`src/rtl/axi_cache_pkg.sv`:
```
`default_nettype none
// ============================================================================
// Module   : axi_cache_pkg
// Purpose  : Shared types and constants for the AXI front end of the cache
//            (read responder now, write merger later).
// Contents : burst_t    - AXI burst encoding (FIXED/INCR/WRAP/RSVD)
//            RESP_*     - R/B response codes
//            rd_state_t - read responder FSM states
//            ar_beat_t  - captured AR burst descriptor
// Revision : 1.0 - initial release
// ============================================================================
package axi_cache_pkg;

  // Widths of the captured AR descriptor; the responder top checks at
  // elaboration that its own parameters agree with these.
  localparam int AXI_ADDR_W = 32;
  localparam int AXI_ID_W   = 4;

  typedef enum logic [1:0] {
    FIXED = 2'b00,
    INCR  = 2'b01,
    WRAP  = 2'b10,
    RSVD  = 2'b11
  } burst_t;

  localparam logic [1:0] RESP_OKAY   = 2'b00;
  localparam logic [1:0] RESP_SLVERR = 2'b10;

  typedef enum logic [1:0] {
    IDLE = 2'd0,
    REQ  = 2'd1,
    WAIT = 2'd2,
    RESP = 2'd3
  } rd_state_t;

  typedef struct packed {
    logic [AXI_ID_W-1:0]   id;
    logic [AXI_ADDR_W-1:0] addr;
    burst_t                burst;
    logic [2:0]            size;
    logic [7:0]            len;
  } ar_beat_t;

endpackage
`default_nettype wire

```
`src/rtl/axi_burst_addr_gen.sv`:
```
`default_nettype none
// ============================================================================
// Module   : axi_burst_addr_gen
// Purpose  : Combinational AXI4 next-beat address generator, shared by the
//            read and write paths.
// Ports    : i_cur_addr   - address of the beat just completed
//            i_start_addr - burst start address (FIXED value, WRAP base)
//            i_burst      - burst type (RSVD behaves as INCR)
//            i_size       - log2 bytes per beat
//            i_len        - beats-1
//            o_next_addr  - address of the following beat
// Revision : 1.0 - initial release
// ============================================================================
module axi_burst_addr_gen
  import axi_cache_pkg::*;
#(
  parameter int ADDR_WIDTH = 32
) (
  input  logic [ADDR_WIDTH-1:0] i_cur_addr,
  input  logic [ADDR_WIDTH-1:0] i_start_addr,
  input  burst_t                i_burst,
  input  logic [2:0]            i_size,
  input  logic [7:0]            i_len,
  output logic [ADDR_WIDTH-1:0] o_next_addr
);

  logic [ADDR_WIDTH-1:0] w_bytes;
  logic [ADDR_WIDTH-1:0] w_span;
  logic [ADDR_WIDTH-1:0] w_wrap_lo;
  logic [ADDR_WIDTH-1:0] w_incr;

  // bytes and span are powers of two (for legal WRAP lengths), so
  // multiplication reduces to shifts.
  assign w_bytes   = ADDR_WIDTH'(1) << i_size;
  assign w_span    = ADDR_WIDTH'({1'b0, i_len} + 9'd1) << i_size;
  assign w_wrap_lo = i_start_addr & ~(w_span - ADDR_WIDTH'(1));
  assign w_incr    = i_cur_addr + w_bytes;

  always_comb begin
    o_next_addr = i_start_addr;
    case (i_burst)
      FIXED: o_next_addr = i_start_addr;
      WRAP:  o_next_addr = (w_incr == w_wrap_lo + w_span) ? w_wrap_lo : w_incr;
      // INCR and reserved: align the current beat down, then step one beat.
      default: o_next_addr = (i_cur_addr & ~(w_bytes - ADDR_WIDTH'(1))) + w_bytes;
    endcase
  end

endmodule
`default_nettype wire

```
`src/rtl/axi_read_responder.sv`:
```
`default_nettype none
// ============================================================================
// Module   : axi_read_responder
// Purpose  : AXI4 read-side slave front end of the cache. Accepts one AR
//            burst at a time, issues one single-word cache read per beat and
//            returns each word on R with RID/RRESP/RLAST.
// Ports    : clk, rst           - clock, synchronous active-high reset
//            ar*                - AXI read address channel (slave side)
//            r*                 - AXI read data channel (slave side)
//            mem_req_*          - cache read request (valid/ready, address)
//            mem_rsp_*          - cache read response (1-cycle pulse, no ready)
// Config   : AXI_RD_LEGALITY_CHECK_EN - when defined, illegal AR bursts are
//            answered with len+1 SLVERR beats (rdata=0) without touching the
//            cache. Undefined: every burst is serviced.
// Revision : 1.0 - initial release
// ============================================================================
module axi_read_responder
  import axi_cache_pkg::*;
#(
  parameter int AXI_ADDR_WIDTH = 32,
  parameter int AXI_DATA_WIDTH = 64,
  parameter int AXI_ID_WIDTH   = 4
) (
  input  logic                      clk,
  input  logic                      rst,
  input  logic                      arvalid,
  output logic                      arready,
  input  logic [AXI_ADDR_WIDTH-1:0] araddr,
  input  logic [AXI_ID_WIDTH-1:0]   arid,
  input  logic [1:0]                arburst,
  input  logic [2:0]                arsize,
  input  logic [7:0]                arlen,
  output logic                      rvalid,
  input  logic                      rready,
  output logic [AXI_DATA_WIDTH-1:0] rdata,
  output logic [1:0]                rresp,
  output logic [AXI_ID_WIDTH-1:0]   rid,
  output logic                      rlast,
  output logic                      mem_req_valid,
  input  logic                      mem_req_ready,
  output logic [AXI_ADDR_WIDTH-1:0] mem_req_addr,
  input  logic                      mem_rsp_valid,
  input  logic [AXI_DATA_WIDTH-1:0] mem_rsp_data,
  input  logic                      mem_rsp_err
);

  if (AXI_ADDR_WIDTH != AXI_ADDR_W || AXI_ID_WIDTH != AXI_ID_W) begin : g_width_check
    $error("axi_read_responder: ADDR/ID widths must match axi_cache_pkg");
  end

  rd_state_t                 state_q, state_d;
  ar_beat_t                  beat_q, beat_d;
  logic [AXI_ADDR_WIDTH-1:0] cur_addr_q, cur_addr_d;
  logic [7:0]                beat_cnt_q, beat_cnt_d;
  logic                      illegal_q, illegal_d;
  logic                      arready_q, arready_d;
  logic                      rvalid_q, rvalid_d;
  logic                      rlast_q, rlast_d;
  logic                      mem_req_valid_q, mem_req_valid_d;
  logic [AXI_DATA_WIDTH-1:0] rdata_q, rdata_d;
  logic [1:0]                rresp_q, rresp_d;
  logic [AXI_ADDR_WIDTH-1:0] next_addr;
  logic                      ar_illegal;

  axi_burst_addr_gen #(
    .ADDR_WIDTH (AXI_ADDR_WIDTH)
  ) u_addr_gen (
    .i_cur_addr   (cur_addr_q),
    .i_start_addr (beat_q.addr),
    .i_burst      (beat_q.burst),
    .i_size       (beat_q.size),
    .i_len        (beat_q.len),
    .o_next_addr  (next_addr)
  );

`ifdef AXI_RD_LEGALITY_CHECK_EN
  localparam int MAX_SIZE = $clog2(AXI_DATA_WIDTH / 8);

  logic [11:0] ar_mask;
  logic [11:0] ar_off;
  logic [19:0] ar_end;
  logic        size_bad, wrap_len_bad, wrap_unaligned, incr_4k_cross;

  // Only the low 12 bits matter for the 4 KB check: the burst crosses a page
  // iff its aligned in-page offset plus total length exceeds 4096.
  assign ar_mask        = (12'd1 << arsize) - 12'd1;
  assign ar_off         = araddr[11:0] & ~ar_mask;
  assign ar_end         = {8'd0, ar_off} + (20'({1'b0, arlen} + 9'd1) << arsize);
  assign size_bad       = arsize > 3'(MAX_SIZE);
  assign wrap_len_bad   = (arburst == WRAP) && !(arlen inside {8'd1, 8'd3, 8'd7, 8'd15});
  assign wrap_unaligned = (arburst == WRAP) && ((araddr[11:0] & ar_mask) != 12'd0);
  assign incr_4k_cross  = (arburst == INCR) && (ar_end > 20'd4096);
  assign ar_illegal     = size_bad || wrap_len_bad || wrap_unaligned || incr_4k_cross ||
                          (arburst == RSVD);
`else
  assign ar_illegal = 1'b0;
`endif

  always_comb begin
    state_d    = state_q;
    beat_d     = beat_q;
    cur_addr_d = cur_addr_q;
    beat_cnt_d = beat_cnt_q;
    illegal_d  = illegal_q;
    rdata_d    = rdata_q;
    rresp_d    = rresp_q;

    case (state_q)
      IDLE: begin
        if (arvalid && arready_q) begin
          beat_d     = '{id: arid, addr: araddr, burst: burst_t'(arburst),
                         size: arsize, len: arlen};
          cur_addr_d = araddr;
          beat_cnt_d = 8'd0;
          illegal_d  = ar_illegal;
          if (ar_illegal) begin
            rdata_d = '0;
            rresp_d = RESP_SLVERR;
            state_d = RESP;
          end else begin
            state_d = REQ;
          end
        end
      end
      REQ: begin
        if (mem_req_ready) state_d = WAIT;
      end
      WAIT: begin
        if (mem_rsp_valid) begin
          rdata_d = mem_rsp_data;
          rresp_d = mem_rsp_err ? RESP_SLVERR : RESP_OKAY;
          state_d = RESP;
        end
      end
      RESP: begin
        if (rready) begin
          if (rlast_q) begin
            state_d = IDLE;
          end else begin
            beat_cnt_d = beat_cnt_q + 8'd1;
            cur_addr_d = next_addr;
            // Illegal bursts keep streaming error beats; rdata/rresp hold 0/SLVERR.
            state_d    = illegal_q ? RESP : REQ;
          end
        end
      end
      default: state_d = IDLE;
    endcase

    // Outputs are registered versions of what the next state implies.
    arready_d       = (state_d == IDLE);
    mem_req_valid_d = (state_d == REQ);
    rvalid_d        = (state_d == RESP);
    rlast_d         = (state_d == RESP) && (beat_cnt_d == beat_d.len);
  end

  always_ff @(posedge clk) begin
    if (rst) begin
      state_q         <= IDLE;
      beat_q          <= '0;
      cur_addr_q      <= '0;
      beat_cnt_q      <= 8'd0;
      illegal_q       <= 1'b0;
      arready_q       <= 1'b0;
      rvalid_q        <= 1'b0;
      rlast_q         <= 1'b0;
      mem_req_valid_q <= 1'b0;
      rdata_q         <= '0;
      rresp_q         <= RESP_OKAY;
    end else begin
      state_q         <= state_d;
      beat_q          <= beat_d;
      cur_addr_q      <= cur_addr_d;
      beat_cnt_q      <= beat_cnt_d;
      illegal_q       <= illegal_d;
      arready_q       <= arready_d;
      rvalid_q        <= rvalid_d;
      rlast_q         <= rlast_d;
      mem_req_valid_q <= mem_req_valid_d;
      rdata_q         <= rdata_d;
      rresp_q         <= rresp_d;
    end
  end

  assign arready       = arready_q;
  assign rvalid        = rvalid_q;
  assign rdata         = rdata_q;
  assign rresp         = rresp_q;
  assign rid           = beat_q.id;
  assign rlast         = rlast_q;
  assign mem_req_valid = mem_req_valid_q;
  assign mem_req_addr  = cur_addr_q;

endmodule
`default_nettype wire

```
`config.mk`:
```
export PLATFORM = sky130hd
export DESIGN_NAME = axi_read_responder
export DESIGN_NICKNAME = d
export VERILOG_FILES = /design/src/rtl/axi_cache_pkg.sv /design/src/rtl/axi_burst_addr_gen.sv /design/src/rtl/axi_read_responder.sv
export SDC_FILE = /design/constraint.sdc
export NUM_CORES = 1
export LEC_CHECK = 0
export ABC_AREA = 1
export CELL_PAD_IN_SITES_DETAIL_PLACEMENT = 0
export CELL_PAD_IN_SITES_GLOBAL_PLACEMENT = 2
export CORE_MARGIN = 2
export CORE_UTILIZATION = 30
export DETAILED_ROUTE_END_ITERATION = 7
export PLACE_DENSITY = 0.86
export RECOVER_POWER = 25
export REMOVE_ABC_BUFFERS = 1
export SLEW_MARGIN = 20
export SYNTH_ARGS = -nofsm -noshare
export SYNTH_HDL_FRONTEND = slang
export SYNTH_HIERARCHICAL = 1
export SYNTH_SLANG_ARGS = --single-unit
export TNS_END_PERCENT = 5
```
`constraint.sdc`:
```
create_clock -name clk -period 10.3 [get_ports clk]
set_input_delay 2.06 -clock clk [delete_from_list [all_inputs] [get_ports clk]]
set_output_delay 2.06 -clock clk [all_outputs]
set_load 0.03 [all_outputs]
```
==> impl_metrics.csv, run 1 <==
group,metric,value,unit
synth,synth-edff-count,0,
routing,drcViolationCount,0,
worst_setup_path,r2r-start,"beat_q[10]",
cells_and_area,synthToLayoutAreaGrowth,25.40,%
cells_and_area,num-nets-final,2434,
cells_and_area,drive_above_1_share,6.049,%
timing,grt_setup_unrepaired,"false",
cells_and_area,final_common_cell,"nand2_1",
synth,yosysTopAreaCell,"dfxtp_1",
clock_tree,h-tree-depth,4,
synth,synthTopCellsByArea,"dfxtp_1 25%, nand2_1 17%, nand3_1 9.2%",
routing,drt_iter0_drc,1105,
worst_setup_path,critical_path_class,"primary input to register",
routing,antenna_left,0,
synth,yosysTopAreaCellShare,25.42,%
timing,timing.fmax,131.1,MHz
worst_setup_path,worstPathMaxFanout,67,
synth,synth.avg_cell_area,5.951,um^2
synth,yosysSeqAreaShare,25.42,%
pwr,power_density,184.0,nW/um^2
clock_tree,cts_buffers,17,
routing,firstDrtPassIters,6,
die,rows,75,
min_path,holdCritStartpoint,"rid[3]",
clock_tree,ctsHoldBuffers,0,
die,ioPinCount,226,
clock_tree,clk_pin_slew_worst_paths,0.07,ns
die,dieWidth,208.9,um
clock_tree,ctsResizeCount,0,
grt,first_global_vias,13760,
grt,antenna_found_initial,1,
place,numPortBuffers,224,
pwr,p_leak,6.662,nW
synth,synth_top_flop_cell,"dfxtp_1",
timing,max-slew-margin-rel,-85.24,%
timing,clock_skew,0.01477,ns
clock_tree,cts_tree,"done",
clock_tree,clk_latency,0.47,ns
routing,drt-vias-per-instance,5.089,
worst_setup_path,worst_path_max_delay_cell,"clkinvlp_2",
routing,wl_per_cell,18.56,um
min_path,holdPathEnd,"rid[3]",
timing,min_period,7.629,ns
worst_setup_path,required,10.64,ns
die,start_util,30.24,%
die,core,41670,um^2
min_path,worstHoldPathCells,2,
pwr,totalPowerFinal,0.002907,W
synth,ys_warn_count,6,
place,routabilityCongestion,0.9483,
routing,vias,14440,
worst_setup_path,setup.worst_path.start_class,"primary input",
synth,synthCells,2117,
grt,grt_pass1_wl,81490,um
grt,grt_overflow,0,
timing,fin_crit_sh,74.07,%
outcome,outcome,"complete, but fails checks",
outcome,violations,"max-capacitance violations, max-slew violations",
synth,syn_area,12600,um^2
clock_tree,clock_sinks,160,
die,die_h,208.9,um
timing,fin_tns_setup,0,ns
clock_tree,cts_buffer_depth,2,
worst_setup_path,path_cells,"dlygate4sd3_1 -> nand2_2 -> clkbuf_1 -> clkinvlp_2 -> nor2_1 -> nor2_1",
min_path,hold_class,"register to register",
timing,whs,0.4696,ns
synth,async_reset_ff_share,0,%
timing,hold_viol_final,0,
timing,finalSetupViolCount,0,
synth,ys_ff_latch,160,
synth,synth_cell_types,55,
clock_tree,postCtsSetupBuffers,0,
worst_setup_path,r2r_slack,3.59,ns
routing,wl,52640,um
worst_setup_path,reg2reg_to,"mem_req_addr[17]",
clock_tree,root_buffer,"clkbuf_16",
timing,maxSlewViolCount,233,
worst_setup_path,cp_common_cell,"nor2_1",
place,dp_hpwl,39660,um
cells_and_area,final_cell_mix,"582 x nand2_1, 283 x nor2_1, 231 x nand3_1",
timing,tightest_slew,2.779,ns
pwr,irDropWorstVdd,0.1316,mV
flow_run,cap_violations,4,
worst_setup_path,worst-endpoint-arrival,7.97,ns
worst_setup_path,rr_worst_depth,31,
die,die_area,43650,um^2
grt,grt_usage,24.13,%
worst_setup_path,slowest_delay,2.84,ns
grt,grt_start_max_net_pins,68,
cells_and_area,n_antenna_cell,0,
worst_setup_path,critPathCaptureType,"register",
==> stage by stage <==
step                      instances  instance area [um^2]  utilization (%)  worst slack, ns
final                          2837                 15800            37.92            2.671
after global routing           2837                 15800            37.92            1.946
after CTS                      2837                 15820            37.96            3.667
after detailed placement       2805                 15190            36.45            3.687
after global placement         2805                 15180            36.44            3.731
after floorplan                2030                 12170                -            5.255
==> Yosys cell counts (2+ instances only) <==
cell	n
xnor2_1	16
clkbuf_2	2
a21oi_1	108
buf_6	4
nand2_1	582
nor2_8	2
nor2_2	14
clkbuf_1	45
o21a_1	3
nand3_1	231
buf_1	7
nor3_2	2
xor2_1	53
o21ai_0	143
or2_1	3
or2_2	5
a21o_1	2
and2_1	3
a32o_1	3
nand3_2	11
buf_4	13
nand3b_1	8
nand2_4	4
nor3_1	17
dfxtp_1	160
ha_1	28
o21bai_1	6
o211ai_1	3
nand2_2	26
nor2_1	284
clkinv_1	6
o22ai_1	2
nor2_4	6
inv_2	19
buf_2	16
o21ai_1	12
a21boi_0	2
mux2i_1	2
inv_1	181
nor4_1	5
a22oi_1	6
a31oi_1	33
nand4_1	27
==> worst max path at each step <==
| stage | from | endpoint | slack (ns) | cells past startpoint |
|---|---|---|---|---|
| 6_report | mem_rsp_valid | rdata[49] | 2.67 | 6 |
| 3_5_place_dp | beat_q[10] | mem_req_addr[3] | 3.69 | 31 |
| 2_1_floorplan | beat_q[10] | mem_req_addr[0] | 5.25 | 30 |
| 4_1_cts | beat_q[10] | mem_req_addr[3] | 3.67 | 31 |
| 3_3_place_gp | beat_q[10] | mem_req_addr[3] | 3.73 | 31 |
| 5_1_grt | mem_rsp_valid | rdata[27] | 1.95 | 6 |
==> flip-flops by register name (all words and copies together) (netlist names) <==
signal and flops:
state_q 2, rvalid 1, beat_cnt_q 8, rresp 1, mem_req_valid 1, arready 1, mem_req_addr 32, rdata 64
rlast 1, beat_q 45, rid 4
==> report_power, final <==
group	total [W]	internal, W	switching [W]
combinational	0.00138	0.000450	0.000930
clock	0.000705	0.000400	0.000305
sequential	0.000823	0.000695	0.000128
total	0.00291	0.00154	0.00136
==> worst max-delay path, delay by kind of cell <==
| family | cells | cell delay (ns) |
|---|---|---|
| buffers and inverters | 3 | 5.17 |
| AND/OR/NAND/NOR | 3 | 0.69 |
==> cell families after synthesis <==
logic type | share of synthesized area [%]
AND/OR/NAND/NOR | 42.95
AO/OA/AOI/OAI | 13.93
buffers and inverters | 9.584
flip-flops | 25.42
XOR/XNOR | 4.797
adder cells (fa/ha/maj) | 2.940
multiplexers | 0.3377
other | 0.02977
==> per-layer routing <==
metal  global-route usage (%)  vias up  share of wire (%)
li1                         -     7202                  -
met1                    33.30     6646                 47
met2                    37.33      530                 43
met3                    6.282       57                8.4
met4                    6.034        2                1.8
met5                        0        -              0.025
==> final cells by class <==
cell class / count / area (um^2)
clock buffer: 19 / 452.9
clock inverter: 13 / 176.4
tap: 539 / 674.4
sequential: 160 / 3203
inverter: 207 / 780.7
fill: 4652 / 25870
timing repair buffer: 236 / 2316
multi-input combinational: 1663 / 8195
Power figures use the tool's default switching activity.
==> inputs of run 2 (changes only) <==
--- a/config.mk
+++ b/config.mk
@@ -9,9 +9,9 @@
 export CELL_PAD_IN_SITES_DETAIL_PLACEMENT = 0
 export CELL_PAD_IN_SITES_GLOBAL_PLACEMENT = 2
 export CORE_MARGIN = 2
-export CORE_UTILIZATION = 30
+export CORE_UTILIZATION = 28
 export DETAILED_ROUTE_END_ITERATION = 7
-export PLACE_DENSITY = 0.86
+export PLACE_DENSITY = 0.81
 export RECOVER_POWER = 25
 export REMOVE_ABC_BUFFERS = 1
 export SLEW_MARGIN = 20
==> constraint.sdc (replaced) <==
create_clock -name clk -period 7.45 [get_ports clk]
set_input_delay 1.49 -clock clk [delete_from_list [all_inputs] [get_ports clk]]
set_output_delay 1.49 -clock clk [all_outputs]
set_load 0.03 [all_outputs]
==> run 2 against run 1 <==
The flow still finishes with violations (max-capacitance violations, max-slew violations). Global-route usage down 1.1 points. Clock skew down 0.0034 ns. Total power is 38% higher. Final cell count increased by 1.9%. Combinational power up 40%. Clock power is 35% higher. First-iteration DRC count grew 15%. Clock-buffer cell count grew 1. Routed wire length is 2.9% higher. Critical endpoint is now mem_req_addr[28]. Cell area grew 0.27%. Via count is 0.30% higher. Sequential cell count unchanged.
==> impl_metrics.csv, run 2 (synthesis gave the netlist of run 1 again) <==
group,metric,value,unit
outcome,outcome,"complete, but fails checks",
outcome,violations,"max-capacitance violations, max-slew violations",
cells_and_area,n_antenna_cell,0,
timing,timing.fmax,147.9,MHz
die,core,44320,um^2
worst_setup_path,reg2reg_to,"mem_req_addr[28]",
timing,min_period,6.760,ns
cells_and_area,final_common_cell,"nand2_1",
pwr,p_leak,6.649,nW
clock_tree,clk_pin_slew_worst_paths,0.07,ns
worst_setup_path,required,7.85,ns
worst_setup_path,critPathCaptureType,"register",
grt,grt_pass1_wl,83020,um
cells_and_area,final_cell_mix,"582 x nand2_1, 283 x nor2_1, 231 x nand3_1",
worst_setup_path,setup.worst_path.start_class,"register",
routing,wl,54160,um
routing,vias,14480,
die,die_h,216.1,um
timing,fin_crit_sh,90.74,%
place,numPortBuffers,224,
pwr,power_density,253.3,nW/um^2
cells_and_area,nFillCells,4951,
routing,antenna_left,0,
routing,drt_iter0_drc,1267,
min_path,holdCritStartpoint,"rid[3]",
routing,drt-vias-per-instance,5.009,
worst_setup_path,slowest_delay,0.95,ns
place,dp_hpwl,41130,um
worst_setup_path,cp_common_cell,"nand2_1",
clock_tree,clock_sinks,160,
timing,clock_skew,0.01135,ns
clock_tree,cts_tree,"done",
timing,fin_tns_setup,0,ns
worst_setup_path,r2r_slack,0.69,ns
grt,first_global_vias,13680,
timing,hold_viol_final,0,
grt,grt_start_max_net_pins,67,
worst_setup_path,r2r-start,"beat_q[10]",
routing,wl_per_cell,18.73,um
clock_tree,ctsResizeCount,0,
clock_tree,ctsHoldBuffers,0,
die,ioPinCount,226,
timing,finalSetupViolCount,0,
min_path,hold_class,"register to register",
routing,drcViolationCount,0,
pwr,irDropWorstVdd,0.2029,mV
timing,maxSlewViolCount,288,
min_path,worstHoldPathCells,2,
clock_tree,cts_buffer_depth,2,
cells_and_area,synthToLayoutAreaGrowth,25.74,%
grt,grt_usage,23.05,%
clock_tree,h-tree-depth,4,
worst_setup_path,worst-endpoint-arrival,7.16,ns
cells_and_area,final_cells,2891,
worst_setup_path,critical_path_class,"register to register",
clock_tree,clk_latency,0.49,ns
min_path,holdPathEnd,"rid[3]",
clock_tree,root_buffer,"clkbuf_16",
die,dieWidth,216.1,um
cells_and_area,num-nets-final,2436,
timing,max-slew-margin-rel,-105.1,%
timing,grt_setup_unrepaired,"false",
die,die_area,46710,um^2
die,start_util,28.43,%
timing,tightest_slew,3.076,ns
worst_setup_path,worst_path_max_delay_cell,"dfxtp_1",
clock_tree,postCtsSetupBuffers,0,
cells_and_area,multi_input_area,8195,um^2
grt,antenna_found_initial,0,
worst_setup_path,worstPathMaxFanout,32,
clock_tree,cts_buffers,17,
place,routabilityCongestion,0.9522,
flow_run,cap_violations,7,
die,rows,77,
routing,firstDrtPassIters,6,
cells_and_area,drive_above_1_share,5.785,%
cells_and_area,largest_reg_flops,64,
place,post-place-cells,2860,
cells_and_area,ff_latch_area,3203,um^2
worst_setup_path,rr_worst_depth,30,
grt,grt_overflow,0,
-- run 2: changes by cell type in the layout (fill, tap and decap cells not counted), sizes merged --
| cell | previous run | this run |
|---|---|---|
| clkbuf | 22 | 26 |
| clkdlybuf4s50 | 220 | 222 |
| buf | 10 | 9 |
| dlygate4sd3 | 3 | 1 |
| clkinv | 9 | 7 |
-- run 2: through the flow --
| stage | area, um^2 | power, W | hold slack, ns | worst slack (ns) | utilization (%) |
|---|---|---|---|---|---|
| 2_1_floorplan | 12170 | 0.002308 | 0.4484 | 2.405 | - |
| 3_3_place_gp | 15270 | 0.003048 | 0.4519 | 0.9878 | 34.45 |
| 3_5_place_dp | 15270 | 0.003052 | 0.4586 | 0.8735 | 34.45 |
| 4_1_cts | 15870 | 0.004024 | 0.4713 | 0.8396 | 35.80 |
| 5_1_grt | 15840 | 0.004278 | 0.4982 | 0.09687 | 35.75 |
| 6_report | 15840 | 0.004012 | 0.4684 | 0.6900 | 35.75 |
-- run 2: final cells by class --
class                      count  area share (%)
multi-input combinational   1663           51.73
sequential                   160           20.22
timing repair buffer         238           14.66
inverter                     207           4.929
tap                          592           4.676
clock buffer                  20           2.820
clock inverter                11          0.9636
-- run 2: critical path, delay by kind of cell, from the launching register on --
family / cells / cell delay [ns]
AOI/OAI and AO/OA: 3 / 0.79
DFF: 1 / 0.95
xor gates and xnor gates: 1 / 0.18
adders and majority gates: 2 / 0.67
buffers and inverters: 4 / 0.63
and+or+nand+nor: 20 / 3.44
-- run 2: worst max path at each step --
| stage | from | endpoint | slack (ns) |
|---|---|---|---|
| floorplan | beat_q[10] | mem_req_addr[0] | 2.40 |
| global placement | beat_q[10] | mem_req_addr[18] | 0.99 |
| detailed placement | beat_q[10] | mem_req_addr[18] | 0.87 |
| CTS | beat_q[10] | mem_req_addr[18] | 0.84 |
| global route | beat_q[10] | mem_req_addr[7] | 0.1 |
| finish | beat_q[10] | mem_req_addr[28] | 0.69 |
-- run 2: metal layers --
| metal | wire, um | track usage, % | vias up |
|---|---|---|---|
| li1 | - | - | 7210 |
| met1 | 25630 | 31.74 | 6690 |
| met2 | 23370 | 35.37 | 530 |
| met3 | 4134 | 6.175 | 51 |
| met4 | 1031 | 6.233 | 0 |
| met5 | 0 | 0 | - |
-- run 2: report_power, final --
group	internal [W]	switching, W	total, W
Sequential	0.000961	0.000170	0.00113
Clock	0.000537	0.000416	0.000953
Combinational	0.000623	0.00131	0.00193
Total	0.00212	0.00189	0.00401
